[src/rtl/arb_round_robin_4.sv]
// Four-way round-robin arbiter with a bounded hold time and a one-cycle
// bus-turnaround gap between consecutive grants.
module arb_round_robin_4 #(
  parameter int unsigned MAX_HOLD = 15
) (
  input  logic       clk_i,
  input  logic       rst_ni,
  input  logic [3:0] req_i,
  input  logic [3:0] done_i,
  output logic [3:0] gnt_o,
  output logic [1:0] gntId_o,
  output logic       busy_o,
  output logic       timeout_o
);

  typedef enum logic [1:0] {
    IDLE,
    GRANT,
    GAP
  } state_e;

  localparam logic [7:0] MaxHold = 8'(MAX_HOLD);

  state_e     state_q, state_d;
  logic [3:0] gnt_q, gnt_d;
  logic [1:0] gntId_q, gntId_d;
  logic       busy_q, busy_d;
  logic       timeout_q, timeout_d;
  logic [7:0] holdCnt_q, holdCnt_d;
  logic [1:0] last_q, last_d;

  logic [1:0] winner;
  logic [1:0] candidate;
  logic       ownerRelease;
  logic       holdExpired;

  // Walk offsets from far to near so the nearest requester after last_q wins.
  always_comb begin
    winner    = last_q;
    candidate = last_q;
    for (int k = 4; k >= 1; k--) begin
      candidate = last_q + 2'(k);
      if (req_i[candidate]) begin
        winner = candidate;
      end
    end
  end

  assign ownerRelease = done_i[gntId_q] | ~req_i[gntId_q];
  assign holdExpired  = (holdCnt_q == MaxHold);

  always_comb begin
    state_d   = state_q;
    gnt_d     = gnt_q;
    gntId_d   = gntId_q;
    busy_d    = busy_q;
    timeout_d = 1'b0;
    holdCnt_d = holdCnt_q;
    last_d    = last_q;

    unique case (state_q)
      IDLE, GAP: begin
        gnt_d  = 4'b0000;
        busy_d = 1'b0;
        if (|req_i) begin
          state_d   = GRANT;
          gnt_d     = 4'b0001 << winner;
          gntId_d   = winner;
          busy_d    = 1'b1;
          last_d    = winner;
          holdCnt_d = 8'd1;
        end else begin
          state_d   = IDLE;
          holdCnt_d = 8'd0;
        end
      end

      GRANT: begin
        // A release in the expiry cycle wins, so no timeout is flagged then.
        if (ownerRelease || holdExpired) begin
          state_d   = GAP;
          gnt_d     = 4'b0000;
          busy_d    = 1'b0;
          timeout_d = ~ownerRelease;
          holdCnt_d = 8'd0;
        end else begin
          holdCnt_d = holdCnt_q + 8'd1;
        end
      end

      default: begin
        state_d   = IDLE;
        gnt_d     = 4'b0000;
        busy_d    = 1'b0;
        holdCnt_d = 8'd0;
      end
    endcase
  end

  always_ff @(posedge clk_i or negedge rst_ni) begin
    if (!rst_ni) begin
      state_q   <= IDLE;
      gnt_q     <= 4'b0000;
      gntId_q   <= 2'd0;
      busy_q    <= 1'b0;
      timeout_q <= 1'b0;
      holdCnt_q <= 8'd0;
      last_q    <= 2'd3;
    end else begin
      state_q   <= state_d;
      gnt_q     <= gnt_d;
      gntId_q   <= gntId_d;
      busy_q    <= busy_d;
      timeout_q <= timeout_d;
      holdCnt_q <= holdCnt_d;
      last_q    <= last_d;
    end
  end

  assign gnt_o     = gnt_q;
  assign gntId_o   = gntId_q;
  assign busy_o    = busy_q;
  assign timeout_o = timeout_q;

endmodule

[config.mk]
export PLATFORM = sky130hd
export DESIGN_NAME = arb_round_robin_4
export DESIGN_NICKNAME = d
export VERILOG_FILES = /design/src/rtl/arb_round_robin_4.sv
export SDC_FILE = /design/constraint.sdc
export NUM_CORES = 1
export LEC_CHECK = 0
export BUFFER_PORTS_ARGS = -buffer_cell sky130_fd_sc_hd__buf_4
export CAP_MARGIN = 20
export CORE_MARGIN = 2
export CORE_UTILIZATION = 37
export DETAILED_ROUTE_END_ITERATION = 7
export MAX_ROUTING_LAYER = met4
export PLACE_DENSITY_LB_ADDON = 0.3
export SLEW_MARGIN = 20
export SYNTH_ARGS = -nofsm -noshare
export SYNTH_HDL_FRONTEND = slang
export SYNTH_SLANG_ARGS = --single-unit
[constraint.sdc]
create_clock -name clk_i -period 3.05 [get_ports clk_i]
set_input_delay 0.61 -clock clk_i [delete_from_list [all_inputs] [get_ports clk_i]]
set_output_delay 0.61 -clock clk_i [all_outputs]
set_load 0.01 [all_outputs]
# Word level (Yosys, flattened, before mapping)
# Index checks and enable logic that the tools add are counted.
[totals] out_inout_bits=8 register_bits=20 word_cells=55
[classes] add_sub_neg=4 n_eq_ne=4 muxes=27 n_lt_le_gt_ge=4 bitwise_logic=3 n_reduce_logical=5 n_shift=1
[ops] operator="one-hot mux 8 bit (2 select lines)" count=1
[ops] operator="< comparator 2 x 3 -> 1 bit (second input constant)" count=4
[ops] operator="2-to-1 mux 1 bit" count=11
[ops] operator="binary-select mux 1 bit (select 2 bit)" count=5
[ops] operator="adder 8 x 1 -> 8 bit (second input constant)" count=1
[ops] operator="equality test 8 x 4 -> 1 bit (second input constant)" count=1
[ops] operator="2-to-1 mux 2 bit" count=4
[ops] operator="2-to-1 mux 4 bit" count=2
[ops] operator="2-to-1 mux 8 bit" count=1
[ops] operator="one-hot mux 4 bit (2 select lines)" count=1
[ops] operator="adder 2 bit (second input constant)" count=2
[ops] operator="one-hot mux 2 bit (2 select lines)" count=1
[ops] operator="OR reduction 4 bit" count=1
[ops] operator="<< shifter 1 x 2 -> 4 bit (first input constant)" count=1
[ops] operator="adder 2 x 1 -> 2 bit (second input constant)" count=1
[ops] operator="equality test 2 x 1 -> 1 bit (second input constant)" count=1
[ops] operator="equality test 2 bit (second input constant)" count=1
[ops] operator="zero test 2 bit" count=1
[ops] operator="inequality test 2 bit (second input constant)" count=1
[ops] operator="inverter 1 bit" count=2
[ops] operator="one-hot mux 1 bit (2 select lines)" count=1
[ops] operator="AND reduction 2 bit" count=1
[ops] operator="OR reduction 2 bit" count=1
[ops] operator="logical OR 1 bit" count=1
[ops] operator="bitwise OR 1 bit" count=1

# Depth between registers and ports, before layout
[logic_depth] word_depth=9 mapped_depth=6

# Least setup slack after synthesis
# Ideal clock, no wire load.
[synth_timing] kind="input to register" startpoint="in req_i[3]" endpoint="reg gnt_q[0], in the netlist gnt_o[0]" required_time_ns=2.928 slack_ns=1.274 cell_stages=5 n_path_buf=1 setup_time_ns=0.122 arrival_ns=1.655 cell_sequence="nor2b_1 > mux4_2 > and3_1 > buf_6 > a32o_1"
[synth_via] elab_chain_cells=8
[synth_rtl] element="from (decl)" line_no="8" source="input logic [3:0] req_i,"
[synth_rtl] element="binary-select mux 1 bit (select 2 bit)" line_no="43" source="if (req_i[candidate]) begin"
[synth_rtl] element="2-to-1 mux 1 bit (not written as such)" line_no="43"
[synth_rtl] element="2-to-1 mux 2 bit (3 in a row)" line_no="43"
[synth_rtl] element="<< shifter 1 x 2 -> 4 bit" line_no="67" source="gnt_d = 4'b0001 << winner;"
[synth_rtl] element="2-to-1 mux 4 bit" line_no="65" source="if (|req_i) begin"
[synth_rtl] element="one-hot mux 4 bit (2 select lines)" line_no="61" source="unique case (state_q)"
[synth_rtl] element="to (signal assigned)" line_no="111" source="gnt_q <= gnt_d;"
[synth_rtl] element="to (decl)" line_no="25" source="logic [3:0] gnt_q, gnt_d;"
# Several ways; a longest one is shown, not always the timed one. The select of a mux whose other input is x is not followed.
# A chain may end at the register's enable or synchronous reset.

# Final worst setup path
[layout_timing] startpoint="reg last_q[1]" endpoint="reg gnt_q[2], in the netlist gnt_o[2]"
[layout_via] elab_chain_cells=9
[layout_rtl] element="from (decl)" line_no="30" source="logic [1:0] last_q, last_d;"
[layout_rtl] element="from (signal assigned)" line_no="116" source="last_q <= last_d;"
[layout_rtl] element="adder 2 bit" line_no="42" source="candidate = last_q + 2'(k);"
[layout_rtl] element="binary-select mux 1 bit (select 2 bit)" line_no="43"
[layout_rtl] element="2-to-1 mux 1 bit (not written as such)" line_no="43"
[layout_rtl] element="2-to-1 mux 2 bit (2 in a row)" line_no="43"
[layout_rtl] element="2-to-1 mux 2 bit (*)" line_no="43"
[layout_rtl] element="<< shifter 1 x 2 -> 4 bit (*)" line_no="67"
[layout_rtl] element="2-to-1 mux 4 bit (*)" line_no="65"
[layout_rtl] element="one-hot mux 4 bit (2 select lines) (*)" line_no="61"
# Mark *: on every way between the ends. The rest lies on a longest branch, timed or not. The select of a mux whose other input is x is not followed.

==> impl_metrics.py <==
metrics = {
    "layout": {
        "final_cells": 134,
        "syn2layout_area_growth_pct": 19.6,
        "final_common_cell": "dfrtp_1",
        "final_cell_mix": "18 x dfrtp_1, 17 x buf_4, 10 x nor2_1",
        "n_antenna_cell": 0,
        "drive_above_1_share_pct": 23.1,
        "nets": 116,
    },
    "logic_synthesis": {
        "ys_warn_count": 0,
        "synth_cell_types": 32,
        "synthArstFlopShare_pct": 100,
        "ys_seq_area_share_pct": 54.0,
        "synth_cells": 86,
        "syn_avg_cell_area_um2": 10.8,
        "synth-seq-cells": 20,
        "synth_enable_flop_cells": 0,
        "syn-cell-area_um2": 932,
        "syn_nets": 97,
        "synthFlopType": "dfrtp_1",
    },
    "setup_path": {
        "worstSetupStartpointType": "flop",
        "r2r_slack_ns": 1.33,
        "cp-endpoint": "gnt_o[2]$_DFFE_PN0P_",
        "path_max_fanout": 8,
        "startpoint": "last_q[1]$_DFFE_PN1N_",
        "timing.rr.end": "gnt_o[2]$_DFFE_PN0P_",
        "reg2regPathDepth": 4,
        "critPathKind": "reg2reg",
        "critPathArrivalTime_ns": 1.95,
        "cp_data_required_time_ns": 3.28,
        "end_kind": "flop",
        "r2r_start": "last_q[1]$_DFFE_PN1N_",
    },
    "detailed_routing": {
        "wirelength_um": 1670,
        "viasPerCell": 5.05,
        "ant_nets": 0,
        "drc_errors": 0,
        "first_iter_violations": 8,
        "vias": 677,
        "first_pass_iters": 4,
        "wl_per_cell_um": 12.4,
    },
    "floorplanning": {
        "rows": 18,
        "die-area_um2": 2940,
        "die_y_um": 54.2,
        "initial_utilization_pct": 38.3,
        "core_um2": 2430,
        "ioPinCount": 18,
        "die_x_um": 54.2,
    },
    "timing": {
        "grt_setup_unrepaired": "no",
        "slew_violations": 0,
        "slew_headroom_pct": 56.0,
        "fin_crit_ns": 1.72,
        "setup-tns-final_ns": 0,
        "max_freq_mhz": 582,
        "finalClockSkew_ns": 0.00261,
        "setup_viol": 0,
        "tightest_slew_ns": 0.658,
        "period_share_pct": 56.3,
        "hold_viol_final": 0,
    },
    "cts": {
        "cts_resized": 0,
        "clk_pin_slew_ns": 0.10,
        "clock-root-buffer": "clkbuf_4",
        "clockBufferDepth": 2,
        "clock_latency_ns": 0.29,
        "clock_sinks": 20,
        "htreeDepth": 1,
        "cts_tree": "yes",
        "postCtsSetupRepairBufs": 0,
        "cts_hold_buffers": 0,
        "numCtsBuffers": 3,
    },
    "power_and_ir_drop": {
        "ir_worst_vdd_uv": 496,
        "powerDensity_nw_per_um2": 795,
        "leakage_nw": 0.501,
    },
    "global_route": {
        "grt_pass1_vias": 680,
        "grt_antenna_before_repair": 0,
        "overflow": 0,
        "track_usage_pct": 14.5,
        "grt_max_degree": 21,
        "grt_pass1_wl_um": 2910,
    },
    "place": {
        "placed_cells_incl_taps": 130,
        "io_buffers": 17,
        "gp_congestion": 0.745,
        "hpwl_um": 1290,
    },
    "min_path": {
        "hp-class": "in2async",
    },
    "flow_run": {
        "cap_viol_max_count": 0,
    },
    "run_status": {
        "outcome": "finished, final reports clean",
    },
}
==> logic make-up after synthesis <==
kind of cell | Yosys count | share of synthesized area, %
flip-flops | 20 | 54.0
XOR/XNOR | 6 | 5.64
multiplexers | 2 | 3.49
AND/OR/NAND/NOR | 39 | 22.0
adder cells (fa/ha/maj) | 1 | 1.34
AO/OA/AOI/OAI | 15 | 11.5
buffers and inverters | 3 | 2.01
==> synthesized netlist by cell type (2+ instances only) <==
library cell / number / area, µm²
dfrtp_1: 18 / 450
nor2_1: 10 / 37.5
nand2_1: 6 / 22.5
nor2b_1: 6 / 37.5
a21oi_1: 4 / 20.0
and2_1: 3 / 18.8
nand3_1: 3 / 15.0
xnor2_1: 3 / 26.3
xor2_1: 3 / 26.3
a32o_1: 2 / 20.0
and3_1: 2 / 12.5
clkbuf_1: 2 / 7.51
dfstp_2: 2 / 52.6
nor4_1: 2 / 12.5
o21a_1: 2 / 15.0
o2bb2ai_1: 2 / 17.5
==> critical path: stages (launching register included) <==
cell and delay [ns]:
dfstp_2 0.61, mux2i_1 0.19, nor2_1 0.05, nor3_1 0.54
a32o_1 0.26
==> area by class of cell <==
cell class	count	area, µm²
clock buffer	4	36.3
fill	233	1320
multi-input combinational	63	410
sequential	20	503
tap	30	37.5
timing repair buffer	17	128
==> routing by layer <==
layer | track usage (%) | up-vias | part of all wire [%]
li1 | - | 341 | -
met1 | 16.4 | 320 | 45
met2 | 22.9 | 11 | 48
met3 | 6.39 | 5 | 4.8
met4 | 5.00 | 0 | 1.4
met5 | - | - | 0
==> worst min path at each step <==
stage	depth (start not counted)	from	slack, ns	end
after detailed placement	1	gnt_o[3]$_DFFE_PN0P_	0.48	gnt_o[3]$_DFFE_PN0P_
after floorplan	0	rst_ni	0.31	busy_o$_DFFE_PN0P_
final	1	rst_ni	0.17	holdCnt_q[3]$_DFF_PN0_
after global routing	1	rst_ni	0.17	timeout_o$_DFF_PN0_
after CTS	1	rst_ni	0.16	timeout_o$_DFF_PN0_
after global placement	1	state_q[0]$_DFFE_PN0P_	0.48	holdCnt_q[0]$_DFF_PN0_
==> where the power goes <==
part	total [W]	switching, W	leakage [nW]	internal [W]
clock network	0.000146	0.0000735	0.0210	0.0000728
registers	0.000423	0.0000681	0.256	0.000355
logic	0.000317	0.000157	0.223	0.000160
total	0.000887	0.000299	0.501	0.000588
==> through the flow <==
stage	hold slack [ns]	setup slack (ns)	util [%]	power (W)	area, µm²
CTS	0.164	1.31	45.8	0.000903	1110
finish	0.170	1.33	45.8	0.000887	1110
detailed placement	0.484	1.13	44.3	0.000752	1080
global route	0.167	1.20	45.8	0.000961	1110
global placement	0.482	1.12	44.3	0.000744	1080
floorplan	0.314	1.27	-	0.000633	932
==> registers in the layout, summed over array words and instances, names as in the netlist <==
| signal | count |
|---|---|
| busy_o | 1 |
| gntId_o | 2 |
| gnt_o | 4 |
| holdCnt_q | 8 |
| last_q | 2 |
| state_q | 2 |
| timeout_o | 1 |
Power figures use the tool's default switching activity.
